`src/rtl/rst_seq_ctrl_pkg.sv`:
```
// Shared definitions for the reset sequencer: FSM state encoding, legal
// parameter ranges and a small constant helper used for width sizing.
package rst_seq_ctrl_pkg;

    typedef enum logic [1:0] {
        ST_HOLD    = 2'd0,
        ST_RELEASE = 2'd1,
        ST_DONE    = 2'd2
    } state_e;

    localparam int NUM_STAGES_MIN  = 2;
    localparam int NUM_STAGES_MAX  = 8;
    localparam int NUM_CH_MIN      = 1;
    localparam int NUM_CH_MAX      = 16;
    localparam int HOLD_CYCLES_MIN = 1;
    localparam int HOLD_CYCLES_MAX = 1024;
    localparam int GAP_CYCLES_MIN  = 1;
    localparam int GAP_CYCLES_MAX  = 256;

    function automatic int max_int(input int a, input int b);
        return (a > b) ? a : b;
    endfunction

endpackage

```
`src/rtl/rst_seq_ctrl_sync.sv`:
```
// rst_sync_core: reset synchronizer. Asserts asynchronously with RST low and
// releases synchronously after NUM_STAGES rising CLK edges.
//   CLK        in  clock
//   RST        in  async active-low reset source
//   SYNC_RST_N out synchronized active-low reset
module rst_sync_core #(
    parameter int NUM_STAGES = 2
) (
    input  logic CLK,
    input  logic RST,
    output logic SYNC_RST_N
);

    logic [NUM_STAGES-1:0] sync_q;

    always_ff @(posedge CLK or negedge RST) begin
        if (!RST) sync_q <= '0;
        else      sync_q <= {sync_q[NUM_STAGES-2:0], 1'b1};
    end

    assign SYNC_RST_N = sync_q[NUM_STAGES-1];

endmodule

```
`src/rtl/rst_seq_ctrl.sv`:
```
// rst_seq_ctrl: reset sequencer. Holds all channels in reset for HOLD_CYCLES
// after the synchronized reset (or a software reset) ends, then releases
// channel 0 upward, one every GAP_CYCLES, and flags RST_DONE one edge after
// the last channel.
//   CLK       in  clock
//   RST       in  async active-low reset source
//   SW_RST    in  synchronous software reset request (active-high)
//   CH_RST_N  out per-channel active-low resets, registered
//   RST_DONE  out all channels released, registered
module rst_seq_ctrl
    import rst_seq_ctrl_pkg::*;
#(
    parameter int NUM_STAGES  = 2,
    parameter int NUM_CH      = 4,
    parameter int HOLD_CYCLES = 16,
    parameter int GAP_CYCLES  = 4
) (
    input  logic              CLK,
    input  logic              RST,
    input  logic              SW_RST,
    output logic [NUM_CH-1:0] CH_RST_N,
    output logic              RST_DONE
);

    localparam int CNT_W = $clog2(max_int(HOLD_CYCLES, GAP_CYCLES) + 1);
    localparam int IDX_W = $clog2(NUM_CH + 1);

    localparam logic [CNT_W-1:0] HOLD_LAST = CNT_W'(HOLD_CYCLES - 1);
    localparam logic [CNT_W-1:0] GAP_LAST  = CNT_W'(GAP_CYCLES - 1);
    localparam logic [IDX_W-1:0] IDX_ALL   = IDX_W'(NUM_CH);

    logic sync_rst_n;

    state_e            state_q, state_d;
    logic [CNT_W-1:0]  cnt_q,   cnt_d;
    logic [IDX_W-1:0]  idx_q,   idx_d;
    logic [NUM_CH-1:0] ch_q,    ch_d;
    logic              done_q,  done_d;

    rst_sync_core #(
        .NUM_STAGES (NUM_STAGES)
    ) u_sync (
        .CLK        (CLK),
        .RST        (RST),
        .SYNC_RST_N (sync_rst_n)
    );

    // State register: the synchronized reset clears everything asynchronously.
    always_ff @(posedge CLK or negedge sync_rst_n) begin
        if (!sync_rst_n) begin
            state_q <= ST_HOLD;
            cnt_q   <= '0;
            idx_q   <= '0;
            ch_q    <= '0;
            done_q  <= 1'b0;
        end else begin
            state_q <= state_d;
            cnt_q   <= cnt_d;
            idx_q   <= idx_d;
            ch_q    <= ch_d;
            done_q  <= done_d;
        end
    end

    // Next state. SW_RST has top priority so a coincident release is lost.
    // cnt counts the edges already spent in the current wait; the release
    // happens on the edge where it reaches the last value.
    always_comb begin
        state_d = state_q;
        cnt_d   = cnt_q;
        idx_d   = idx_q;
        ch_d    = ch_q;
        done_d  = done_q;
        if (SW_RST) begin
            state_d = ST_HOLD;
            cnt_d   = '0;
            idx_d   = '0;
            ch_d    = '0;
            done_d  = 1'b0;
        end else begin
            case (state_q)
                ST_HOLD: begin
                    if (cnt_q == HOLD_LAST) begin
                        ch_d[0] = 1'b1;
                        idx_d   = IDX_W'(1);
                        cnt_d   = '0;
                        state_d = ST_RELEASE;
                    end else begin
                        cnt_d = cnt_q + 1'b1;
                    end
                end
                ST_RELEASE: begin
                    if (idx_q == IDX_ALL) begin
                        done_d  = 1'b1;
                        state_d = ST_DONE;
                    end else if (cnt_q == GAP_LAST) begin
                        for (int i = 0; i < NUM_CH; i++) begin
                            if (idx_q == IDX_W'(i)) ch_d[i] = 1'b1;
                        end
                        idx_d = idx_q + 1'b1;
                        cnt_d = '0;
                    end else begin
                        cnt_d = cnt_q + 1'b1;
                    end
                end
                ST_DONE: ;
                default: state_d = ST_HOLD;
            endcase
        end
    end

    // Outputs come straight from flops; no combinational path from SW_RST.
    always_comb begin
        CH_RST_N = ch_q;
        RST_DONE = done_q;
    end

endmodule

```
`config.mk`:
```
export PLATFORM = sky130hd
export DESIGN_NAME = rst_seq_ctrl
export DESIGN_NICKNAME = d
export VERILOG_FILES = /design/src/rtl/rst_seq_ctrl_pkg.sv /design/src/rtl/rst_seq_ctrl_sync.sv /design/src/rtl/rst_seq_ctrl.sv
export SDC_FILE = /design/constraint.sdc
export NUM_CORES = 1
export LEC_CHECK = 0
export CELL_PAD_IN_SITES_DETAIL_PLACEMENT = 0
export CELL_PAD_IN_SITES_GLOBAL_PLACEMENT = 1
export CORE_MARGIN = 4
export CORE_UTILIZATION = 43
export DETAILED_ROUTE_END_ITERATION = 10
export GPL_ROUTABILITY_DRIVEN = 0
export PLACE_DENSITY = 0.85
export SLEW_MARGIN = 20
export SYNTH_ARGS = -nofsm -noshare
export SYNTH_HDL_FRONTEND = slang
export SYNTH_SLANG_ARGS = --single-unit
export TNS_END_PERCENT = 30
```
`constraint.sdc`:
```
create_clock -name CLK -period 0.8 [get_ports CLK]
set_input_delay 0.16 -clock CLK [delete_from_list [all_inputs] [get_ports CLK]]
set_output_delay 0.16 -clock CLK [all_outputs]
set_load 0.02 [all_outputs]
```
# Yosys cells after proc, flatten, opt, wreduce, memory -nomap -nowiden
# Cells that the tools add are included.
# op_classes
n_reduce_logical	17
eq_ne	15
n_addsub	2
mul	0
n_mux	27
magnitude_cmp	0
n_bitwise	0
div_mod_pow	0
n_shift	0
# ops
cell	count
5-bit two-way mux	4
4-bit AND reduction	4
3-bit two-way mux	5
3-bit != test, second input constant	5
4-bit two-way mux	3
2-bit nonzero test	6
5-bit one-hot mux with 2 select lines	1
1-bit two-way mux	8
3-bit by 2-bit == test with 1-bit output, second input constant	2
2-bit two-way mux	3
2-bit one-hot mux with 3 select lines	1
3-bit one-hot mux with 2 select lines	1
5-bit by 1-bit adder with 5-bit output, second input constant	1
5-bit by 2-bit == test with 1-bit output, second input constant	1
5-bit by 4-bit == test with 1-bit output, second input constant	1
5-bit AND reduction	1
2-bit != test, second input constant	2
2-bit AND reduction	2
3-bit by 1-bit adder with 3-bit output, second input constant	1
3-bit by 1-bit == test with 1-bit output, second input constant	1
3-bit == test, second input constant	1
3-bit zero test	1
3-bit AND reduction	1
3-bit nonzero test	1
4 further kinds	4
# totals
output_inout_bits	5
mem_count	0
regBits	17
latch_bits	0
mem_bits_rw	0
word_cells	70
mem_bits_ro	0

# Longest topological paths before layout
# depth
depth_word	6
depth_mapped	8
ltp_nobuf	8

# Cells and area by module
# From an unflattened synthesis, not the netlist that was laid out.
# hier_totals
hier_cells	94
area_unflattened_um2	963.4
# by_module_without_submodules
module	area_per_inst_um2	n_inst	cells_each	seq_area_each_um2
rst_seq_ctrl	909.6	1	91	375.4
rst_sync_core	53.8	1	3	50.0

# Worst setup path after synthesis
# Ideal clock, no wire load.
# synth_path
kind	flip-flop to flip-flop
start	register cnt_q[0]
end	register ch_q[0] (netlist: CH_RST_N[0])
setup_time_ps	119
t_required_ps	681
path_stages_with_launch	9
arrival_time_ps	1743
n_path_buf	0
slack_ps	-1062
cell_sequence	dfrtp_1 ha_1 nand3_1 inv_1 ha_1 nor3b_1 a311oi_2 nor2_1 o21ba_2
# synth_via
elab_chain_len	3
# synth_rtl
item	line	text
start: declaration	rst_seq_ctrl.sv:35	logic [CNT_W-1:0] cnt_q, cnt_d;
start signal: assignment	rst_seq_ctrl.sv:58	cnt_q <= cnt_d;
5-bit by 2-bit == test with 1-bit output or 5-bit by 4-bit == test with 1-bit output (tied branches)	rst_seq_ctrl.sv:96, rst_seq_ctrl.sv:83	
3-bit != test (no source line)	-	
5-bit AND reduction (no source line) (*)	-	
end signal: assignment	rst_seq_ctrl.sv:60	ch_q <= ch_d;
end: declaration	rst_seq_ctrl.sv:37	logic [NUM_CH-1:0] ch_q, ch_d;
# Mark *: on every way between the ends. The rest lies on a longest branch, timed or not.
# A chain may end at the register's enable or synchronous reset.

# Worst setup path in the final report
# Same ends and word-level chain as after synthesis.

==> tab_implementation.tex <==
\begin{tabular}{lr}
\hline
Metric & Value \\
\hline
\multicolumn{2}{l}{\textbf{Clocking}} \\
\quad Master cell of the clock root buffer & sky130\_fd\_sc\_hd\_\_clkbuf\_4 \\
\quad Num CTS Buffers & 3 \\
\quad Number of buffers on the longest clock path & 2 \\
\quad Htree depth & 1 \\
\quad Total number of clock tree sinks & 17 \\
\quad Clk\_lat worst skew & $\sim$0.30 ns \\
\quad Clock-pin transition on the worst setup and hold timing paths & 0.10 ns \\
\quad CTS tree & yes \\
\multicolumn{2}{l}{\textbf{Worst setup path}} \\
\quad Biggest fanout along the worst timing path & 4 \\
\quad Delay of the slowest cell on the worst path & 0.41 ns \\
\quad Startpoint class of the critical path & flop \\
\quad Worst setup path class & reg2reg \\
\quad Critical-path top delay cell & sky130\_fd\_sc\_hd\_\_dfrtp\_1 \\
\quad Required time reported for the critical path endpoint & 0.99 ns \\
\quad Crit end category & flop \\
\quad Critical R2R Launch & cnt\_q[0] \\
\quad CP arrival & roughly 1.9 ns \\
\quad Cells traversed along the worst timing path & ha\_2, nand3\_2, inv\_2, ha\_4, nor3b\_4, a311oi\_2, nor2\_1, o21ba\_2 \\
\quad Number of buffers and inverters on the critical path & 1 \\
\quad Start point of the critical path & cnt\_q[0] \\
\quad Top cell family by delay on the critical path & compound AO/OA/AOI/OAI gates \\
\multicolumn{2}{l}{\textbf{Synthesis}} \\
\quad Area share of the leading cell type in the synthesized netlist & 0.472 \\
\quad Cell accounting for the most synthesized area & sky130\_fd\_sc\_hd\_\_dfrtp\_1 \\
\quad Mapped Nets & 100 \\
\quad Post-Syn Area per Cell & 10.1 um2 \\
\quad Yosys warnings & 0 \\
\quad Cell area after synthesis & 901 um2 \\
\quad Cell types occupying the most area after synthesis & sky130\_fd\_sc\_hd\_\_dfrtp\_1, sky130\_fd\_sc\_hd\_\_ha\_1, sky130\_fd\_sc\_hd\_\_a21oi\_1 \\
\quad Fraction of the yosys area taken by sequential cells & 0.472 \\
\quad Post-synthesis sequential element count & 17 \\
\quad Share of async-settable or async-resettable flops after synthesis & 1.00 \\
\quad Unique cell type count in the Yosys netlist & 30 \\
\quad Most instantiated flip-flop cell in the synthesis netlist & sky130\_fd\_sc\_hd\_\_dfrtp\_1 \\
\quad Count of flip-flops with a built-in enable after synthesis & 0 \\
\quad Synthesized instance count & 89 \\
\multicolumn{2}{l}{\textbf{GRT}} \\
\quad Total gr overflow & 0 \\
\quad First-pass GRT wire length & 3910 um \\
\quad Maximum number of pins on one net before global-route repair & 16 \\
\quad Number of global-route vias before repair & $\sim$840 \\
\quad Global router's overall resource usage & 0.191 \\
\quad Antenna violations before repair & 0 \\
\multicolumn{2}{l}{\textbf{Drt}} \\
\quad Violation count after the first detailed-route iteration & 12 \\
\quad Post-detailed-route DRC marker count & 0 \\
\quad Post-DR vias/cell & between 5 and 6 \\
\quad Number of detailed-route iterations in the first pass & 4 \\
\quad Count of nets left with antenna violations after detail routing & 0 \\
\quad Total length of routed wires & around 2300 um \\
\quad DR vias & $\sim$820 \\
\quad Post-DR wirelength/cell & between 10 and 15 um \\
\multicolumn{2}{l}{\textbf{STA}} \\
\quad Fin. Hold Viols & 0 \\
\quad Setup repair after global routing missed its margin & true \\
\quad Hold\_ws & just over 0.02 ns \\
\quad Fin worst setup slack & -0.926 ns \\
\quad Highest achievable clock rate & a little under 600 MHz \\
\quad Setup skew after layout & 0.00360 ns \\
\quad Final worst-path cycle share & 2.16 \\
\quad \# setup viols final & 20 \\
\quad Number of pins with negative max-slew slack in the final report & 0 \\
\quad Minimum clock period & 1.73 ns \\
\multicolumn{2}{l}{\textbf{Layout}} \\
\quad Layout cell share with drive strength beyond 1 & 0.485 \\
\quad Final nets & 142 \\
\quad Diode count & 0 \\
\quad Finished Core Util & 0.676 \\
\quad Area overhead of the layout relative to synthesis & 48.8\% \\
\multicolumn{2}{l}{\textbf{Power}} \\
\quad Power dissipated by switching net loads & 0.413 mW \\
\quad Comb power frac & 0.147 \\
\quad Part of the total power dissipated in sequential elements & 0.559 \\
\quad Peak supply drop & just under 0.8 mV \\
\quad Static leakage & 0.618 nW \\
\quad Net switching share of the total power & 0.256 \\
\quad Pwr per Cell Area & 1200 mW/mm2 \\
\quad Share of total power in the clock network & 0.294 \\
\quad Internal power & about 1.2 mW \\
\multicolumn{2}{l}{\textbf{Die}} \\
\quad IO Count & 8 \\
\quad Num rows & 16 \\
\quad Die Span Y & 53.8 um \\
\quad Floorplan core area & slightly below 0.002 mm2 \\
\quad Die W & 53.8 um \\
\quad Initial Util & 0.455 \\
\quad Die area & 0.00289 mm2 \\
\multicolumn{2}{l}{\textbf{Status}} \\
\quad Run status & finished, violations left \\
\quad Failing checks & setup timing \\
\multicolumn{2}{l}{\textbf{Place}} \\
\quad HPWL Detailed & 1640 um \\
\quad Number of buffer cells added on primary ports & 7 \\
\multicolumn{2}{l}{\textbf{Worst hold path}} \\
\quad Hold WC Path Type & in2async \\
\multicolumn{2}{l}{\textbf{Flow run}} \\
\quad Maximum Capacitance Violations & 0 \\
\hline
\end{tabular}
placed cells by master, fill, tap and decap left out, types with 2 or more instances in the layout:
| cell type | instances |
|---|---|
| sky130_fd_sc_hd__buf_4 | 30 |
| sky130_fd_sc_hd__clkdlybuf4s50_1 | 2 |
| sky130_fd_sc_hd__inv_1 | 5 |
| sky130_fd_sc_hd__inv_2 | 2 |
| sky130_fd_sc_hd__clkbuf_4 | 3 |
| sky130_fd_sc_hd__nand2b_1 | 3 |
| sky130_fd_sc_hd__ha_1 | 5 |
| sky130_fd_sc_hd__a21oi_1 | 5 |
| sky130_fd_sc_hd__nor2_1 | 8 |
| sky130_fd_sc_hd__nand3_1 | 3 |
| sky130_fd_sc_hd__o21ai_1 | 4 |
| sky130_fd_sc_hd__nand2_2 | 2 |
| sky130_fd_sc_hd__dfrtp_1 | 16 |
| sky130_fd_sc_hd__ha_4 | 2 |
| sky130_fd_sc_hd__a211oi_1 | 2 |
| sky130_fd_sc_hd__buf_2 | 5 |
| sky130_fd_sc_hd__nand2_1 | 5 |
registers in the layout (all words and copies together), names as in the netlist:
register,flops
CH_RST_N,4
RST_DONE,1
cnt_q,5
idx_q,3
state_q,2
u_sync.sync_q,2
timing repair:
item	CTS	global route
hold buffers	0	0
setup buffers	3	2
pin swaps	3	1
endpoints found under the setup margin	20	20
gates resized for setup	27	16
power by group through the flow:
| stage | registers, mW | logic (mW) | clock network [mW] |
|---|---|---|---|
| global route | 0.906 | 0.260 | 0.525 |
| floorplan | 0.936 | 0.0727 | 0 |
| CTS | 0.901 | 0.213 | 0.480 |
| detailed placement | 0.919 | 0.204 | 0 |
| finish | 0.902 | 0.238 | 0.474 |
| global placement | 0.917 | 0.195 | 0 |
logic make-up (layout without fill, tap and decap cells):
kind of cell | Yosys count | after routing | synth area share
fa+ha+maj | 8 | 8 | 0.111
buf+inv | 8 | 49 | 0.0333
other cells | 1 | 1 | 0.00416
compound gates | 24 | 24 | 0.187
flops | 17 | 17 | 0.472
simple gates | 31 | 31 | 0.192
cell usage after synthesis, types with 2 or more instances:
library cell / instances
sky130_fd_sc_hd__o21ai_0: 5
sky130_fd_sc_hd__nand3_1: 4
sky130_fd_sc_hd__nand2b_1: 3
sky130_fd_sc_hd__a211oi_1: 2
sky130_fd_sc_hd__a21oi_1: 7
sky130_fd_sc_hd__ha_1: 8
sky130_fd_sc_hd__inv_1: 7
sky130_fd_sc_hd__nand2_1: 6
sky130_fd_sc_hd__nor3b_1: 2
sky130_fd_sc_hd__nor2_1: 9
sky130_fd_sc_hd__dfrtp_1: 17
per-layer routing:
metal  up-vias  wire, um  global-route usage  part of all wire
li1        391         -                   -                 -
met1       406      1000               0.240              0.43
met2        13      1220               0.321              0.53
met3         5        53              0.0332             0.023
met4         0        40              0.0766             0.017
met5         -         0                   0                 0
per-stage QoR:
stage	worst slack, ns	instances	setup TNS, ns	area (um2)	power, mW
global placement	-0.862	148	-11.87	1220	1.11
detailed placement	-0.915	148	-12.59	1220	1.12
finish	-0.926	157	-12.04	1340	1.61
global route	-1.01	157	-13.46	1340	1.69
CTS	-0.920	155	-12.27	1260	1.59
floorplan	-0.896	89	-9.15	922	1.01
path summary, 6_finish.rpt:
check,endpoint,slack [ns],depth (start not counted)
max in group asynchronous,state_q[1],0.42,1
hold reg to reg,state_q[0],0.18,1
min in group CLK,u_sync.sync_q[1],0.38,0
setup / recovery,CH_RST_N[0],-0.93,8
hold / removal,u_sync.sync_q[1],0.02,1
setup reg to reg,CH_RST_N[0],-0.93,8
cell type report:
class	count	area, um2
Tap cell	27	33.8
Multi-Input combinational cell	64	546
Clock buffer	4	26.3
Timing Repair Buffer	38	282
Sequential cell	17	427
Fill cell	148	642
Inverter	7	26.3
No activity file was read; power rests on OpenSTA's default activity.
